--- config.mk ---
export PLATFORM = sky130hd
export DESIGN_NAME = fwd_fft_bfly_idx_gen
export DESIGN_NICKNAME = d
export VERILOG_FILES = /design/src/rtl/fwd_fft_idx_pkg.sv /design/src/rtl/fwd_fft_sideband_dly.sv /design/src/rtl/fwd_fft_bfly_idx_gen.sv
export SDC_FILE = /design/constraint.sdc
export NUM_CORES = 1
export LEC_CHECK = 0
export ABC_AREA = 1
export BUFFER_PORTS_ARGS = -buffer_cell sky130_fd_sc_hd__buf_2
export CAP_MARGIN = 0
export CELL_PAD_IN_SITES_DETAIL_PLACEMENT = 0
export CELL_PAD_IN_SITES_GLOBAL_PLACEMENT = 1
export CORE_AREA = 2 2 152 154
export DETAILED_ROUTE_END_ITERATION = 10
export DIE_AREA = 0 0 154 156
export HOLD_SLACK_MARGIN = 0.15
export PLACE_DENSITY_LB_ADDON = 0.1
export SYNTH_ARGS = -nofsm -noshare
export SYNTH_HDL_FRONTEND = slang
export SYNTH_HIERARCHICAL = 1
export SYNTH_SLANG_ARGS = --single-unit
--- constraint.sdc ---
create_clock -name clk -period 7.1 [get_ports clk]
set_clock_uncertainty 0.1 [all_clocks]
set_input_delay 0.71 -clock clk [delete_from_list [all_inputs] [get_ports clk]]
set_output_delay 0.71 -clock clk [all_outputs]
set_load 0.02 [all_outputs]
--- src/rtl/fwd_fft_idx_pkg.sv ---
// Shared widths, FSM encoding and sideband payload for the forward-FFT
// butterfly index generator.
package fwd_fft_idx_pkg;

  localparam int unsigned LOG2N_MAX = 9;
  localparam int unsigned J_W       = 8;
  localparam int unsigned STRIDE_W  = 24;
  localparam int unsigned PROD_W    = 32;
  localparam int unsigned STAGE_W   = 4;

  typedef enum logic [1:0] {
    IDLE,
    ISSUE,
    DRAIN
  } state_t;

  typedef struct packed {
    logic               valid;
    logic               last;
    logic [STAGE_W-1:0] stage;
    logic [J_W-1:0]     group;
    logic [J_W-1:0]     j;
  } sb_t;

endpackage

--- src/rtl/fwd_fft_sideband_dly.sv ---
// ce-gated shift register that carries butterfly sideband alongside the
// twiddle multiplier pipeline; cleared synchronously on reset.
module fwd_fft_sideband_dly
  import fwd_fft_idx_pkg::*;
#(
  parameter int unsigned DEPTH = 3
) (
  input  logic clk,
  input  logic reset,
  input  logic ce,
  input  sb_t  din,
  output sb_t  dout
);

  sb_t stage_q [DEPTH];

  always_ff @(posedge clk) begin
    if (reset) begin
      for (int i = 0; i < int'(DEPTH); i++) stage_q[i] <= '0;
    end else if (ce) begin
      stage_q[0] <= din;
      for (int i = 1; i < int'(DEPTH); i++) stage_q[i] <= stage_q[i-1];
    end
  end

  assign dout = stage_q[DEPTH-1];

endmodule

--- src/rtl/fwd_fft_bfly_idx_gen.sv ---
// Walks every radix-2 butterfly of an N-point forward FFT, driving j and the
// twiddle stride into the exponent multiplier with an aligned sideband.
module fwd_fft_bfly_idx_gen
  import fwd_fft_idx_pkg::*;
#(
  parameter int unsigned LOG2N   = 9,
  parameter int unsigned MUL_LAT = 3
) (
  input  logic                clk,
  input  logic                reset,
  input  logic                ce,
  input  logic                start,
  output logic                busy,
  output logic                done,
  output logic [J_W-1:0]      mul_din0,
  output logic [STRIDE_W-1:0] mul_din1,
  output logic                out_valid,
  output logic [STAGE_W-1:0]  out_stage,
  output logic [J_W-1:0]      out_group,
  output logic [J_W-1:0]      out_j,
  output logic                out_last
);

  localparam int unsigned        CNT_W      = J_W + 1;
  localparam logic [STAGE_W-1:0] LAST_STAGE = STAGE_W'(LOG2N - 1);

  state_t state_q, state_d;

  logic [STAGE_W-1:0] s_q;
  logic [J_W-1:0]     g_q;
  logic [J_W-1:0]     j_q;
  sb_t                sb_cur_q;
  sb_t                sb_out;

  logic               accept_c;
  logic               issue_c;
  logic               finish_c;
  logic [STAGE_W-1:0] shift_c;
  logic [CNT_W-1:0]   j_span_c;
  logic [CNT_W-1:0]   g_span_c;
  logic               j_wrap_c;
  logic               g_wrap_c;
  logic               last_c;

  // Loop bounds for the current stage: 2^s indices per group, 2^(LOG2N-1-s) groups
  always_comb begin
    shift_c  = LAST_STAGE - s_q;
    j_span_c = CNT_W'(1) << s_q;
    g_span_c = CNT_W'(1) << shift_c;
    j_wrap_c = ({1'b0, j_q} == (j_span_c - CNT_W'(1)));
    g_wrap_c = ({1'b0, g_q} == (g_span_c - CNT_W'(1)));
    last_c   = j_wrap_c && g_wrap_c && (s_q == LAST_STAGE);
  end

  always_ff @(posedge clk) begin
    if (reset) state_q <= IDLE;
    else       state_q <= state_d;
  end

  always_comb begin
    state_d = state_q;
    case (state_q)
      IDLE:    if (accept_c) state_d = ISSUE;
      ISSUE:   if (issue_c && last_c) state_d = DRAIN;
      DRAIN:   if (finish_c) state_d = IDLE;
      default: state_d = IDLE;
    endcase
  end

  // A start landing on the done cycle is dropped so one request yields one sweep
  always_comb begin
    accept_c = 1'b0;
    issue_c  = 1'b0;
    finish_c = 1'b0;
    case (state_q)
      IDLE:    accept_c = start && ce && !done;
      ISSUE:   issue_c  = ce;
      DRAIN:   finish_c = ce && sb_out.valid && sb_out.last;
      default: ;
    endcase
  end

  always_ff @(posedge clk) begin
    if (reset) begin
      s_q      <= '0;
      g_q      <= '0;
      j_q      <= '0;
      busy     <= 1'b0;
      done     <= 1'b0;
      mul_din0 <= '0;
      mul_din1 <= '0;
      sb_cur_q <= '0;
    end else begin
      done <= finish_c;
      if (accept_c) begin
        s_q  <= '0;
        g_q  <= '0;
        j_q  <= '0;
        busy <= 1'b1;
      end
      if (finish_c) busy <= 1'b0;
      if (issue_c) begin
        mul_din0 <= j_q;
        mul_din1 <= STRIDE_W'(1) << shift_c;
        sb_cur_q <= '{valid: 1'b1, last: last_c, stage: s_q, group: g_q, j: j_q};
        if (j_wrap_c) begin
          j_q <= '0;
          if (g_wrap_c) begin
            g_q <= '0;
            s_q <= s_q + STAGE_W'(1);
          end else begin
            g_q <= g_q + J_W'(1);
          end
        end else begin
          j_q <= j_q + J_W'(1);
        end
      end else if (ce) begin
        // Operands hold; only a bubble enters the delay line
        sb_cur_q.valid <= 1'b0;
        sb_cur_q.last  <= 1'b0;
      end
    end
  end

  fwd_fft_sideband_dly #(
    .DEPTH(MUL_LAT)
  ) u_dly (
    .clk  (clk),
    .reset(reset),
    .ce   (ce),
    .din  (sb_cur_q),
    .dout (sb_out)
  );

  assign out_valid = sb_out.valid;
  assign out_last  = sb_out.last;
  assign out_stage = sb_out.stage;
  assign out_group = sb_out.group;
  assign out_j     = sb_out.j;

endmodule

==> qor.csv, run 1 <==
stage,metric,value,unit
logic_synthesis,Post-Synth Simple-Gate Area,25.2,%
sta,RSZ-0062 raised after global routing,no,
placed_design,"Cell Area, Placed",0.00677,mm²
logic_synthesis,Post-synth EDFFs,66,
logic_synthesis,multiplexer share of the synthesized area,0,%
logic_synthesis,Mean Syn Cell Area,8.45,µm²
finish,"most common cell after layout, fill and taps aside",nand2_1,
cts,# hold bufs at CTS,0,
finish,fraction of layout cells with a size suffix above 1,20.2,%
placed_design,Post-Place Cells,1061,
cts,post-cts sizing count,0,
finish,Layout Cells excl Fill,1093,
logic_synthesis,Synth Instances,779,
grt,first-pass GRT wire length,22.8,mm
logic_synthesis,Post-Synth XOR/XNOR Area,1.33,%
worst_setup_path,CP dominant cell by count,nor2_1,
cts,CTS Buf Count,17,
sta,setup_tns,0,ns
pwr,worst IR drop on VDD,0.115,mV
worst_setup_path,critical path's slowest cell,dfxtp_1,
worst_setup_path,WS Path Type,reg -> reg,
drt,final WL,13.8,mm
drt,DR vias/cell,4.22,
logic_synthesis,#FFs+latches synth,128,
grt,largest net degree at the start of global routing,67,
finish,n_diodes,0,
die,Die ar.,0.0240,mm²
finish,number of nets in the layout,813,
placed_design,GP Congestion,0.784,
logic_synthesis,sequential share of the synthesized area,48.9,%
sta,final setup fails,0,
die,initial core utilization,29.4,%
pwr,PwrDens,236,mW/mm²
worst_setup_path,"slowest stage delay, CP",0.49,ns
grt,gr ovfl total,0,
die,chip height,156,µm
finish,Layout Utilization,32.7,%
finish,area grow syn2layout,11.2,%
sta,minimum clock period,3.43,ns
worst_setup_path,Crit path max-delay family,simple AND/OR/NAND/NOR gates,
sta,Least-Margin Pin Slew,0.993,ns
drt,DR iter-0 viols,251,
drt,"antenna viol nets, final",0,
min_path,min-delay src,sb_cur_q[21],
worst_setup_path,critical path startpoint,s_q[1],
placed_design,port buffer count,51,
logic_synthesis,ys flop type,edfxtp_1,
die,I/O pins,60,
logic_synthesis,Mapped Area,0.00659,mm²
pwr,Static Leakage,0.00309,µW
cts,Clock Sink Count,128,
die,core box area,0.0224,mm²
drt,# DRC,0,
logic_synthesis,Synth area leader,edfxtp_1,
logic_synthesis,Yosys warning total,6,
logic_synthesis,Adder-Cell Fraction of Synth Area,2.66,%
cts,H-Tree Depth,4,
worst_setup_path,CP Data Required Time,7.30,ns
grt,gr usage total,12.1,%
logic_synthesis,Synth Area in Compound Gates,7.92,%
worst_setup_path,Worst setup SP type,flop,
finish,"commonest cells after routing, fill and taps aside","nand2_1, inv_1, nor2_1",
cts,clk_lat worst skew,0.41,ns
worst_setup_path,CP Buf/Inv Count,1,
finish,Finished Cell Area,0.00732,mm²
grt,vias in the first global route,4416,
sta,period utilisation layout,48.4,%
drt,Routed WL per cell,12.6,µm
sta,Slew HR,33.7,%
cts,TritonCTS clock tree,yes,
logic_synthesis,post-synth cell types,37,
sta,final hold vios,0,
run,number of max-cap violations,0,
die,Die Width,154,µm
grt,initial antenna violation count,0,
cts,Worst-path clk slew,0.06,ns
logic_synthesis,top cell type's share of synthesized area,30.1,%
worst_setup_path,crit path max fanout,5,
drt,Pre-Repair DR Iteration Count,5,
logic_synthesis,largest family of logic cells by synthesized area,simple AND/OR/NAND/NOR gates,
worst_setup_path,kind of end point of the critical path,flop,
status,status,"finished, final reports clean",
logic_synthesis,asr flop ratio synth,0,%
drt,via count,4609,
die,# rows,55,
sta,final worst setup slack,3.67,ns
logic_synthesis,synth top area cells,"edfxtp_1, dfxtp_1, nand2_1",
cts,setup bufs post-CTS,0,
worst_setup_path,crit path DAT,3.63,ns
placed_design,DP HPWL,10.0,mm
worst_setup_path,r2r startpoint,s_q[1],
sta,Max Slew Vio Count,0,
sta,Fmax,291,MHz
min_path,worst min path class,reg -> reg,
cts,clk buf depth,2,
cts,Root Driver,clkbuf_16,
worst_setup_path,CP Cell Sequence,inv_1 -> ha_1 -> ha_1 -> nor2_1 -> nand2_1 -> ha_1 -> xor2_1 -> xor2_1 -> nand2_1 -> nor2_1 -> nand3_1 -> nor2_1 -> nand3_1 -> nand2_1 -> nor2_1,
placed_design,Placement Setup Slack,3.67,ns
## worst reg2reg max path: cells and delay by family, from the launching register on
family	cells	cell delay (ns)
buffers and inverters	1	0.18
and+or+nand+nor	9	1.25
DFF	1	0.49
adders and majority gates	3	0.91
xor gates and xnor gates	2	0.41
## cell usage after synthesis (3+ instances only)
library cell  count
inv_1           111
nor2_1           76
clkbuf_1         11
buf_6             6
nor3_1            5
edfxtp_1         66
nand2_1         143
nand3_1          44
o21ai_0          32
nor2_2           43
buf_1             3
nor2_4            5
nand3b_1          3
nand3_2           9
nand2_2          10
buf_8             4
a21oi_1          55
xor2_1           10
o21ai_1           7
buf_4            38
dfxtp_1          62
nand4_1           3
ha_1             14
## cell type report
class	count	area, µm²
fillers	2384	15000
clock buffers	17	425
inverters	115	439
well taps	285	357
repair buffers	54	278
clock inverters	15	121
flip-flops and latches	128	3220
multi-input cells	479	2480
## cells by family after synthesis
| group | after synthesis |
|---|---|
| AO/OA/AOI/OAI | 100 |
| XOR/XNOR | 10 |
| AND/OR/NAND/NOR | 347 |
| buffers and inverters | 179 |
| other | 1 |
| flip-flops | 128 |
| adder cells (fa/ha/maj) | 14 |
## power by group
| group | internal (µW) | switching [µW] | total (µW) |
|---|---|---|---|
| combinational | 26.3 | 74.7 | 101 |
| sequential | 809 | 12.4 | 822 |
| clock | 477 | 326 | 803 |
## through the flow
step                hold WS, ns  power [µW]
finish                    0.365        1730
global route              0.389        1790
CTS                       0.368        1750
detailed placement        0.360         940
global placement          0.354         940
floorplan                 0.343         928
## per-layer routing
layer	global-route usage (%)	routed length, µm
met1	15.8	6800
met2	19.8	6600
met3	2.78	366
met4	3.87	53
met5	0	0
## worst paths after layout
kind	to	slack [ns]	cells after the start
max	s_q[0]	3.67	15
min	sb_cur_q[21]	0.37	2
min reg2reg	sb_cur_q[21]	0.37	2
max reg2reg	s_q[0]	3.67	15
## sequential cells by signal, indices dropped and copies added, names as in the netlist
name / flops
done: 1
state_q: 2
mul_din1: 16
busy: 1
sb_cur_q: 22
s_q: 4
j_q: 8
g_q: 8
u_dly/stage_q: 66
Power figures use the tool's default switching activity.
==> inputs of run 2 (changes only) <==
--- a/config.mk
+++ b/config.mk
@@ -5,14 +5,14 @@
 export SDC_FILE = /design/constraint.sdc
 export NUM_CORES = 1
 export LEC_CHECK = 0
-export ABC_AREA = 1
+export ABC_AREA = 0
 export BUFFER_PORTS_ARGS = -buffer_cell sky130_fd_sc_hd__buf_2
 export CAP_MARGIN = 0
 export CELL_PAD_IN_SITES_DETAIL_PLACEMENT = 0
 export CELL_PAD_IN_SITES_GLOBAL_PLACEMENT = 1
-export CORE_AREA = 2 2 152 154
+export CORE_AREA = 2 2 150 152
 export DETAILED_ROUTE_END_ITERATION = 10
-export DIE_AREA = 0 0 154 156
+export DIE_AREA = 0 0 152 154
 export HOLD_SLACK_MARGIN = 0.15
 export PLACE_DENSITY_LB_ADDON = 0.1
 export SYNTH_ARGS = -nofsm -noshare
==> constraint.sdc (replaced) <==
create_clock -name clk -period 3.6 [get_ports clk]
set_clock_uncertainty 0.1 [all_clocks]
set_input_delay 0.36 -clock clk [delete_from_list [all_inputs] [get_ports clk]]
set_output_delay 0.36 -clock clk [all_outputs]
set_load 0.02 [all_outputs]
==> run 2 against run 1 <==
Cell area up 2.9%. Global-route usage up 0.70 points. First-iteration DRC count rose by 4.4%. Via count fell by 1.1%. Sequential cell count is the same. Worst setup slack got worse by 3.5 ns. Synthesized cell count shrank 18%. Sequential power increased by 93%. Die area down 2.6%. Total power grew 110%. Routed wire length rose by 6.3%. Critical path depth shrank 2. Critical path type unchanged.
==> qor.csv, run 2 <==
stage,metric,value,unit,change
sta,Fmax,292,MHz,was 291 MHz
worst_setup_path,CP Cell Sequence,inv_1 -> buf_4 -> ha_1 -> nor2b_4 -> nand2_1 -> ha_2 -> buf_4 -> o21ai_0 -> a311oi_2 -> nand3_1 -> or4_4 -> or4_1 -> a21oi_1,,was inv_1 -> ha_1 -> ha_1 -> nor2_1 -> nand2_1 -> ha_1 -> xor2_1 -> xor2_1 -> nand2_1 -> nor2_1 -> nand3_1 -> nor2_1 -> nand3_1 -> nand2_1 -> nor2_1
sta,setup_tns,0,ns,unchanged
min_path,worst min path class,in -> reg,,was reg -> reg
grt,initial antenna violation count,0,,unchanged
grt,first-pass GRT wire length,24.1,mm,was 22.8 mm
finish,area grow syn2layout,17.7,%,was 11.2%
placed_design,Post-Place Cells,923,,was 1061
drt,final WL,14.7,mm,was 13.8 mm
finish,"most common cell after layout, fill and taps aside",nand2_1,,unchanged
worst_setup_path,WS Path Type,reg -> reg,,unchanged
logic_synthesis,Mean Syn Cell Area,10.0,µm²,was 8.45 µm²
finish,number of nets in the layout,680,,was 813
placed_design,Placement Setup Slack,0.00191,ns,was 3.67 ns
pwr,total power,3620,µW,was 1730 µW
logic_synthesis,#FFs+latches synth,128,,unchanged
drt,met2 WL,7.06,mm,was 6.60 mm
cts,TritonCTS clock tree,yes,,unchanged
pwr,PwrDens,481,mW/mm²,was 236 mW/mm²
drt,DR iter-0 viols,262,,was 251
grt,gr ovfl total,0,,unchanged
cts,Clock Sink Count,128,,unchanged
finish,"commonest cells after routing, fill and taps aside","nand2_1, and3b_1, edfxtp_1",,"was nand2_1, inv_1, nor2_1"
worst_setup_path,CP dominant cell by count,buf_4,,was nor2_1
finish,fraction of layout cells with a size suffix above 1,21.3,%,was 20.2%
worst_setup_path,crit path max fanout,6,,was 5
drt,Pre-Repair DR Iteration Count,4,,was 5
worst_setup_path,kind of end point of the critical path,flop,,unchanged
grt,largest net degree at the start of global routing,70,,was 67
sta,Max Slew Vio Count,0,,unchanged
logic_synthesis,top cell type's share of synthesized area,31.0,%,was 30.1%
grt,vias in the first global route,4491,,was 4416
cts,clk_lat worst skew,0.41,ns,about the same
worst_setup_path,CP Buf/Inv Count,3,,was 1
logic_synthesis,Synth Instances,637,,was 779
die,core box area,0.0217,mm²,was 0.0224 mm²
sta,final hold vios,0,,unchanged
cts,Worst-path clk slew,0.06,ns,about the same
worst_setup_path,Crit path max-delay family,simple AND/OR/NAND/NOR gates,,unchanged
worst_setup_path,critical path's slowest cell,or4_4,,was dfxtp_1
drt,"antenna viol nets, final",0,,unchanged
cts,CTS Buf Count,17,,unchanged
sta,final setup fails,0,,unchanged
logic_synthesis,most frequent cell after synthesis,nand2_1,,unchanged
logic_synthesis,Post-synth EDFFs,66,,unchanged
finish,Reg with most FFs,u_dly/stage_q,,unchanged
drt,routed length on met3,522,µm,was 366 µm
placed_design,DP HPWL,10.0,mm,about the same
die,chip height,154,µm,was 156 µm
die,Die ar.,0.0234,mm²,was 0.0240 mm²
die,# rows,54,,was 55
pwr,worst IR drop on VDD,0.290,mV,was 0.115 mV
logic_synthesis,post-synth cell types,61,,was 37
drt,# DRC,0,,unchanged
logic_synthesis,asr flop ratio synth,0,%,unchanged
run,number of max-cap violations,0,,unchanged
logic_synthesis,Mapped Area,0.00640,mm²,was 0.00659 mm²
sta,minimum clock period,3.42,ns,was 3.43 ns
cts,Root Driver,clkbuf_16,,unchanged
worst_setup_path,"slowest stage delay, CP",0.57,ns,was 0.49 ns
sta,Least-Margin Pin Slew,0.579,ns,was 0.993 ns
logic_synthesis,ys flop type,edfxtp_1,,unchanged
placed_design,port buffer count,51,,unchanged
finish,Layout Cells excl Fill,955,,was 1093
logic_synthesis,Yosys warning total,6,,unchanged
pwr,Static Leakage,0.00315,µW,was 0.00309 µW
worst_setup_path,CP Data Required Time,3.84,ns,was 7.30 ns
cts,setup bufs post-CTS,0,,unchanged
worst_setup_path,crit path DAT,3.66,ns,was 3.63 ns
logic_synthesis,most frequent cells after synthesis,"nand2_1, and3b_1, edfxtp_1",,"was nand2_1, inv_1, nor2_1"
cts,clk buf depth,2,,unchanged
finish,max reg flops,66,,unchanged
logic_synthesis,sequential share of the synthesized area,50.4,%,was 48.9%
die,Die Width,152,µm,was 154 µm
drt,via count,4560,,was 4609
worst_setup_path,Worst setup SP type,flop,,unchanged
logic_synthesis,synth top area cells,"edfxtp_1, dfxtp_1, and3b_1",,"was edfxtp_1, dfxtp_1, nand2_1"
sta,period utilisation layout,95.0,%,was 48.4%
die,initial core utilization,29.5,%,was 29.4%
die,I/O pins,60,,unchanged
finish,n_diodes,0,,unchanged
drt,DRT met1 WL,6.82,mm,was 6.80 mm
drt,Routed WL per cell,15.4,µm,was 12.6 µm
finish,fillers,2224,,was 2384
sta,final hold slack,0.259,ns,was 0.365 ns
drt,DR vias/cell,4.77,,was 4.22
sta,final worst setup slack,0.180,ns,was 3.67 ns
finish,top flop regs,"u_dly/stage_q (66), sb_cur_q (22), mul_din1 (16)",,unchanged
logic_synthesis,Synth area leader,edfxtp_1,,unchanged
grt,gr usage total,12.8,%,was 12.1%
status,status,"finished, final reports clean",,unchanged
sta,Slew HR,60.4,%,was 33.7%
placed_design,GP Congestion,0.842,,was 0.784
cts,H-Tree Depth,4,,unchanged
drt,Top Layer Used,met4,,unchanged
## run 2: changes by cell type after synthesis, moves of 10 or more
cell,change
clkbuf_1,+17
and3b_1,+66
inv_1,-101
nand3_1,-16
o21ai_0,-22
a22oi_1,+10
nand2_1,-75
nand2_2,-10
nor2_2,-43
xnor2_1,+10
nor2_1,-36
## run 2: report_power, final
group	internal (µW)	total (µW)	leakage (µW)	switching (µW)
Combinational	42.6	148	0.00160	105
Clock	1190	1890	0.000315	704
Sequential	1580	1590	0.00123	11.1
## run 2: routing by layer
metal	vias to the layer above	GRT usage, %
met5	-	0
met4	0	4.98
met3	17	3.13
met2	83	21.2
met1	2154	16.1
li1	2306	-
## run 2: cell type report
class	instances	area, µm²	share of cell area [%]
clock buffer	17	425	5.65
multi-input combinational	417	2720	36.1
inverter	10	37.5	0.499
timing repair buffer	88	546	7.24
tap	280	350	4.65
sequential	128	3230	42.9
clock inverter	15	223	2.96
## run 2: logic make-up after synthesis
logic type,share of synthesized area (%)
multiplexers,0.313
AND/OR/NAND/NOR,24.1
XOR/XNOR,1.78
buffers and inverters,8.84
other,0.0586
adder cells (fa/ha/maj),2.74
AO/OA/AOI/OAI,11.9
flip-flops,50.4
## run 2: worst paths after layout
check | start | end | slack [ns] | depth (start not counted)
max | s_q[0] | s_q[3] | 0.18 | 13
min | start | busy | 0.26 | 5
max reg2reg | s_q[0] | s_q[3] | 0.18 | 13
min reg2reg | sb_cur_q[17] | sb_cur_q[17] | 0.35 | 2
## run 2: per-stage QoR
step	cell area, µm²	util [%]
floorplan	6440	-
global placement	6800	31.4
detailed placement	6800	31.4
CTS	7460	34.4
global route	7530	34.7
finish	7530	34.7
## run 2: timing repair
item,CTS,global route
pin swaps,0,2
cloned,0,0
gates resized for setup,2,19
hold buffers,0,0
endpoints found under the setup margin,2,21
## run 2: tightest hold or removal path, cell delays in order
cell,delay (ns)
buf_2,0.09
nand2_1,0.06
nor4_1,0.07
nor2_1,0.09
nor3_1,0.05
==> inputs of run 3 (changes only) <==
--- a/config.mk
+++ b/config.mk
@@ -10,12 +10,11 @@
 export CAP_MARGIN = 0
 export CELL_PAD_IN_SITES_DETAIL_PLACEMENT = 0
 export CELL_PAD_IN_SITES_GLOBAL_PLACEMENT = 1
-export CORE_AREA = 2 2 150 152
+export CORE_AREA = 2 2 148 150
 export DETAILED_ROUTE_END_ITERATION = 10
-export DIE_AREA = 0 0 152 154
+export DIE_AREA = 0 0 150 152
 export HOLD_SLACK_MARGIN = 0.15
 export PLACE_DENSITY_LB_ADDON = 0.1
 export SYNTH_ARGS = -nofsm -noshare
 export SYNTH_HDL_FRONTEND = slang
-export SYNTH_HIERARCHICAL = 1
 export SYNTH_SLANG_ARGS = --single-unit
==> run 3 against run 2 <==
Global-route usage grew 0.16 points. Total power fell by 7.0%. Sequential power hardly changed. Register-to-register slack is essentially flat. Fmax decreased by 0.30%. Via count is 3.0% lower. Synthesized cell count is 1.1% lower. Core utilization fell by 0.41 points. Die area shrank 2.6%. Critical path depth is the same. Sequential cell count stayed put. Critical endpoint is now state_q[1]. Largest cell class unchanged.
==> qor.csv, run 3 <==
stage,metric,value,unit,change
drt,# DRC,0,,unchanged
logic_synthesis,top cell type's share of synthesized area,31.8,%,was 31.0%
logic_synthesis,Mean Syn Cell Area,9.89,µm²,was 10.0 µm²
placed_design,DP HPWL,10.0,mm,about the same
die,Die ar.,0.0228,mm²,was 0.0234 mm²
placed_design,port buffer count,51,,unchanged
worst_setup_path,critical path's slowest cell,or4b_1,,was or4_4
finish,fraction of layout cells with a size suffix above 1,20.7,%,was 21.3%
logic_synthesis,#FFs+latches synth,128,,unchanged
logic_synthesis,most frequent cell after synthesis,nand2_1,,unchanged
min_path,worst min path class,in -> reg,,unchanged
cts,clk buf depth,2,,unchanged
worst_setup_path,kind of end point of the critical path,flop,,unchanged
finish,area grow syn2layout,17.6,%,was 17.7%
logic_synthesis,Synth area leader,edfxtp_1,,unchanged
cts,H-Tree Depth,4,,unchanged
sta,final hold slack,0.188,ns,was 0.259 ns
sta,Least-Margin Pin Slew,0.721,ns,was 0.579 ns
sta,Fmax,292,MHz,about the same
worst_setup_path,Setup crit end,state_q[1],,was s_q[3]
worst_setup_path,"setup slack, reg-to-reg",0.17,ns,was 0.18 ns
drt,DR vias/cell,4.60,,was 4.77
finish,fillers,2268,,was 2224
drt,via count,4423,,was 4560
logic_synthesis,Post-synth EDFFs,66,,unchanged
cts,Worst-path clk slew,0.06,ns,about the same
drt,Routed WL per cell,14.9,µm,was 15.4 µm
logic_synthesis,asr flop ratio synth,0,%,unchanged
worst_setup_path,Worst R2R End,state_q[1],,was s_q[3]
run,number of max-cap violations,0,,unchanged
cts,clk_lat worst skew,0.42,ns,was 0.41 ns
sta,period utilisation layout,95.3,%,was 95.0%
pwr,worst IR drop on VDD,0.319,mV,was 0.290 mV
logic_synthesis,most frequent cells after synthesis,"nand2_1, and2_1, edfxtp_1",,"was nand2_1, and3b_1, edfxtp_1"
die,# rows,54,,unchanged
grt,largest net degree at the start of global routing,46,,was 70
finish,"most common cell after layout, fill and taps aside",nand2_1,,unchanged
worst_setup_path,r2r startpoint,s_q[0],,unchanged
sta,final hold vios,0,,unchanged
drt,DR iter-0 viols,214,,was 262
die,initial core utilization,29.2,%,was 29.5%
logic_synthesis,ys flop type,edfxtp_1,,unchanged
logic_synthesis,synth top area cells,"edfxtp_1, dfxtp_1, and2_1",,"was edfxtp_1, dfxtp_1, and3b_1"
sta,final setup fails,0,,unchanged
finish,FF+latch area,0.00323,mm²,unchanged
worst_setup_path,Worst setup SP type,flop,,unchanged
logic_synthesis,sequential share of the synthesized area,51.7,%,was 50.4%
logic_synthesis,Mapped Area,0.00623,mm²,was 0.00640 mm²
pwr,Static Leakage,0.00283,µW,was 0.00315 µW
die,I/O pins,60,,unchanged
worst_setup_path,WS Path Type,reg -> reg,,unchanged
die,core box area,0.0214,mm²,was 0.0217 mm²
grt,vias in the first global route,4233,,was 4491
grt,gr ovfl total,0,,unchanged
drt,final WL,14.3,mm,was 14.7 mm
status,status,"finished, final reports clean",,unchanged
worst_setup_path,critical path startpoint,s_q[0],,unchanged
cts,TritonCTS clock tree,yes,,unchanged
finish,n_diodes,0,,unchanged
die,Die Width,150,µm,was 152 µm
logic_synthesis,Synth Instances,630,,was 637
sta,Slew HR,51.5,%,was 60.4%
finish,Reg with most FFs,u_dly.stage_q,,was u_dly/stage_q
drt,"antenna viol nets, final",0,,unchanged
worst_setup_path,CP Cell Sequence,inv_1 -> ha_1 -> ha_2 -> nand2b_1 -> ha_4 -> or4b_1 -> nand4_1 -> a31o_2 -> o211ai_1 -> or3_1 -> or2_4 -> or3_1 -> a21oi_1,,was inv_1 -> buf_4 -> ha_1 -> nor2b_4 -> nand2_1 -> ha_2 -> buf_4 -> o21ai_0 -> a311oi_2 -> nand3_1 -> or4_4 -> or4_1 -> a21oi_1
worst_setup_path,"slowest stage delay, CP",0.45,ns,was 0.57 ns
sta,Max Slew Vio Count,0,,unchanged
cts,# hold bufs at CTS,0,,unchanged
worst_setup_path,CP Data Required Time,3.86,ns,was 3.84 ns
drt,Pre-Repair DR Iteration Count,4,,unchanged
worst_setup_path,crit path DAT,3.69,ns,was 3.66 ns
grt,gr usage total,12.9,%,was 12.8%
pwr,total power,3370,µW,was 3620 µW
finish,number of nets in the layout,686,,was 680
die,chip height,152,µm,was 154 µm
placed_design,GP Congestion,0.769,,was 0.842
logic_synthesis,post-synth cell types,61,,unchanged
worst_setup_path,crit path max fanout,11,,was 6
finish,top flop regs,"u_dly.stage_q (66), sb_cur_q (22), mul_din1 (16)",,"was u_dly/stage_q (66), sb_cur_q (22), mul_din1 (16)"
cts,CTS Buf Count,17,,unchanged
grt,initial antenna violation count,0,,unchanged
worst_setup_path,CP dominant cell by count,or3_1,,was buf_4
cts,Clock Sink Count,128,,unchanged
sta,RSZ-0062 raised after global routing,no,,
pwr,PwrDens,460,mW/mm²,was 481 mW/mm²
finish,multi-input logic area,0.00260,mm²,was 0.00272 mm²
worst_setup_path,reg2reg path depth,13,,unchanged
cts,Root Driver,clkbuf_16,,unchanged
grt,first-pass GRT wire length,22.9,mm,was 24.1 mm
finish,max reg flops,66,,unchanged
finish,"commonest cells after routing, fill and taps aside","nand2_1, and2_1, edfxtp_1",,"was nand2_1, and3b_1, edfxtp_1"
sta,minimum clock period,3.43,ns,was 3.42 ns
logic_synthesis,Yosys warning total,0,,was 6
[run 3: changes by cell type after synthesis, moves of 6 or more]
| cell | previous run | this run |
|---|---|---|
| and3b_1 | 66 | 0 |
| nor2_1 | 40 | 23 |
| nand4_1 | 2 | 8 |
| a22oi_1 | 10 | 2 |
| nand3_1 | 28 | 35 |
| and2_1 | 2 | 68 |
| nand2_1 | 68 | 74 |
[run 3: cell type report]
class	instances	share of cell area (%)
tap	280	4.78
timing repair buffer	86	7.21
clock buffer	17	5.81
multi-input combinational	421	35.5
clock inverter	15	1.91
sequential	128	44.1
inverter	14	0.717
[run 3: power by group]
group	total (µW)	internal (µW)	switching, µW
clock	1650	915	732
sequential	1590	1580	10.5
combinational	137	36.4	100
total	3370	2530	843
[run 3: worst min path at each step]
stage | start | end | slack [ns] | depth (start not counted)
detailed placement | sb_cur_q[21] | sb_cur_q[21] | 0.34 | 1
global route | reset | state_q[1] | 0.20 | 2
global placement | sb_cur_q[21] | sb_cur_q[21] | 0.33 | 1
floorplan | sb_cur_q[21] | sb_cur_q[21] | 0.32 | 1
CTS | reset | state_q[0] | 0.18 | 2
finish | reset | state_q[1] | 0.19 | 2
[run 3: cell families after synthesis]
family | Yosys count | synth area share (%)
xor gates and xnor gates | 14 | 1.97
buffers and inverters | 88 | 7.89
AOI/OAI and AO/OA | 106 | 11.1
DFF | 128 | 51.7
and+or+nand+nor | 273 | 23.5
muxes | 6 | 0.984
adders and majority gates | 14 | 2.81
other | 1 | 0.0602
[run 3: critical path: cells and delay by family (launching register included)]
kind,cells,cell delay [ns]
adder cells (fa/ha/maj),3,0.59
AND/OR/NAND/NOR,6,1.81
buffers and inverters,1,0.07
flip-flops,1,0.40
AO/OA/AOI/OAI,3,0.38
[run 3: per-layer routing]
layer | vias up | GRT usage [%] | share of wire [%]
li1 | 2249 | - | -
met1 | 2063 | 16.8 | 47
met2 | 91 | 20.9 | 47
met3 | 20 | 3.51 | 4.5
met4 | 0 | 4.00 | 1.5
met5 | - | 0 | 0
[run 3: what timing repair did]
item | in CTS | in global routing
gates cloned | 0 | 1
gates resized for setup | 1 | 11
setup buffers | 0 | 2
endpoints found under the setup margin | 1 | 12
pin swaps | 0 | 3
[run 3: per-stage QoR]
step / TNS [ns] / setup slack [ns] / cell area (µm²) / instances / utilization (%)
2_1_floorplan: 0 / 0.00915 / 6270 / 637 / -
3_3_place_gp: 0 / 0.0980 / 6690 / 926 / 31.3
3_5_place_dp: -0.00768 / -0.00768 / 6690 / 926 / 31.3
4_1_cts: 0 / 0.0383 / 7260 / 958 / 34.0
5_1_grt: 0 / 0.00605 / 7320 / 961 / 34.3
6_report: 0 / 0.170 / 7320 / 961 / 34.3
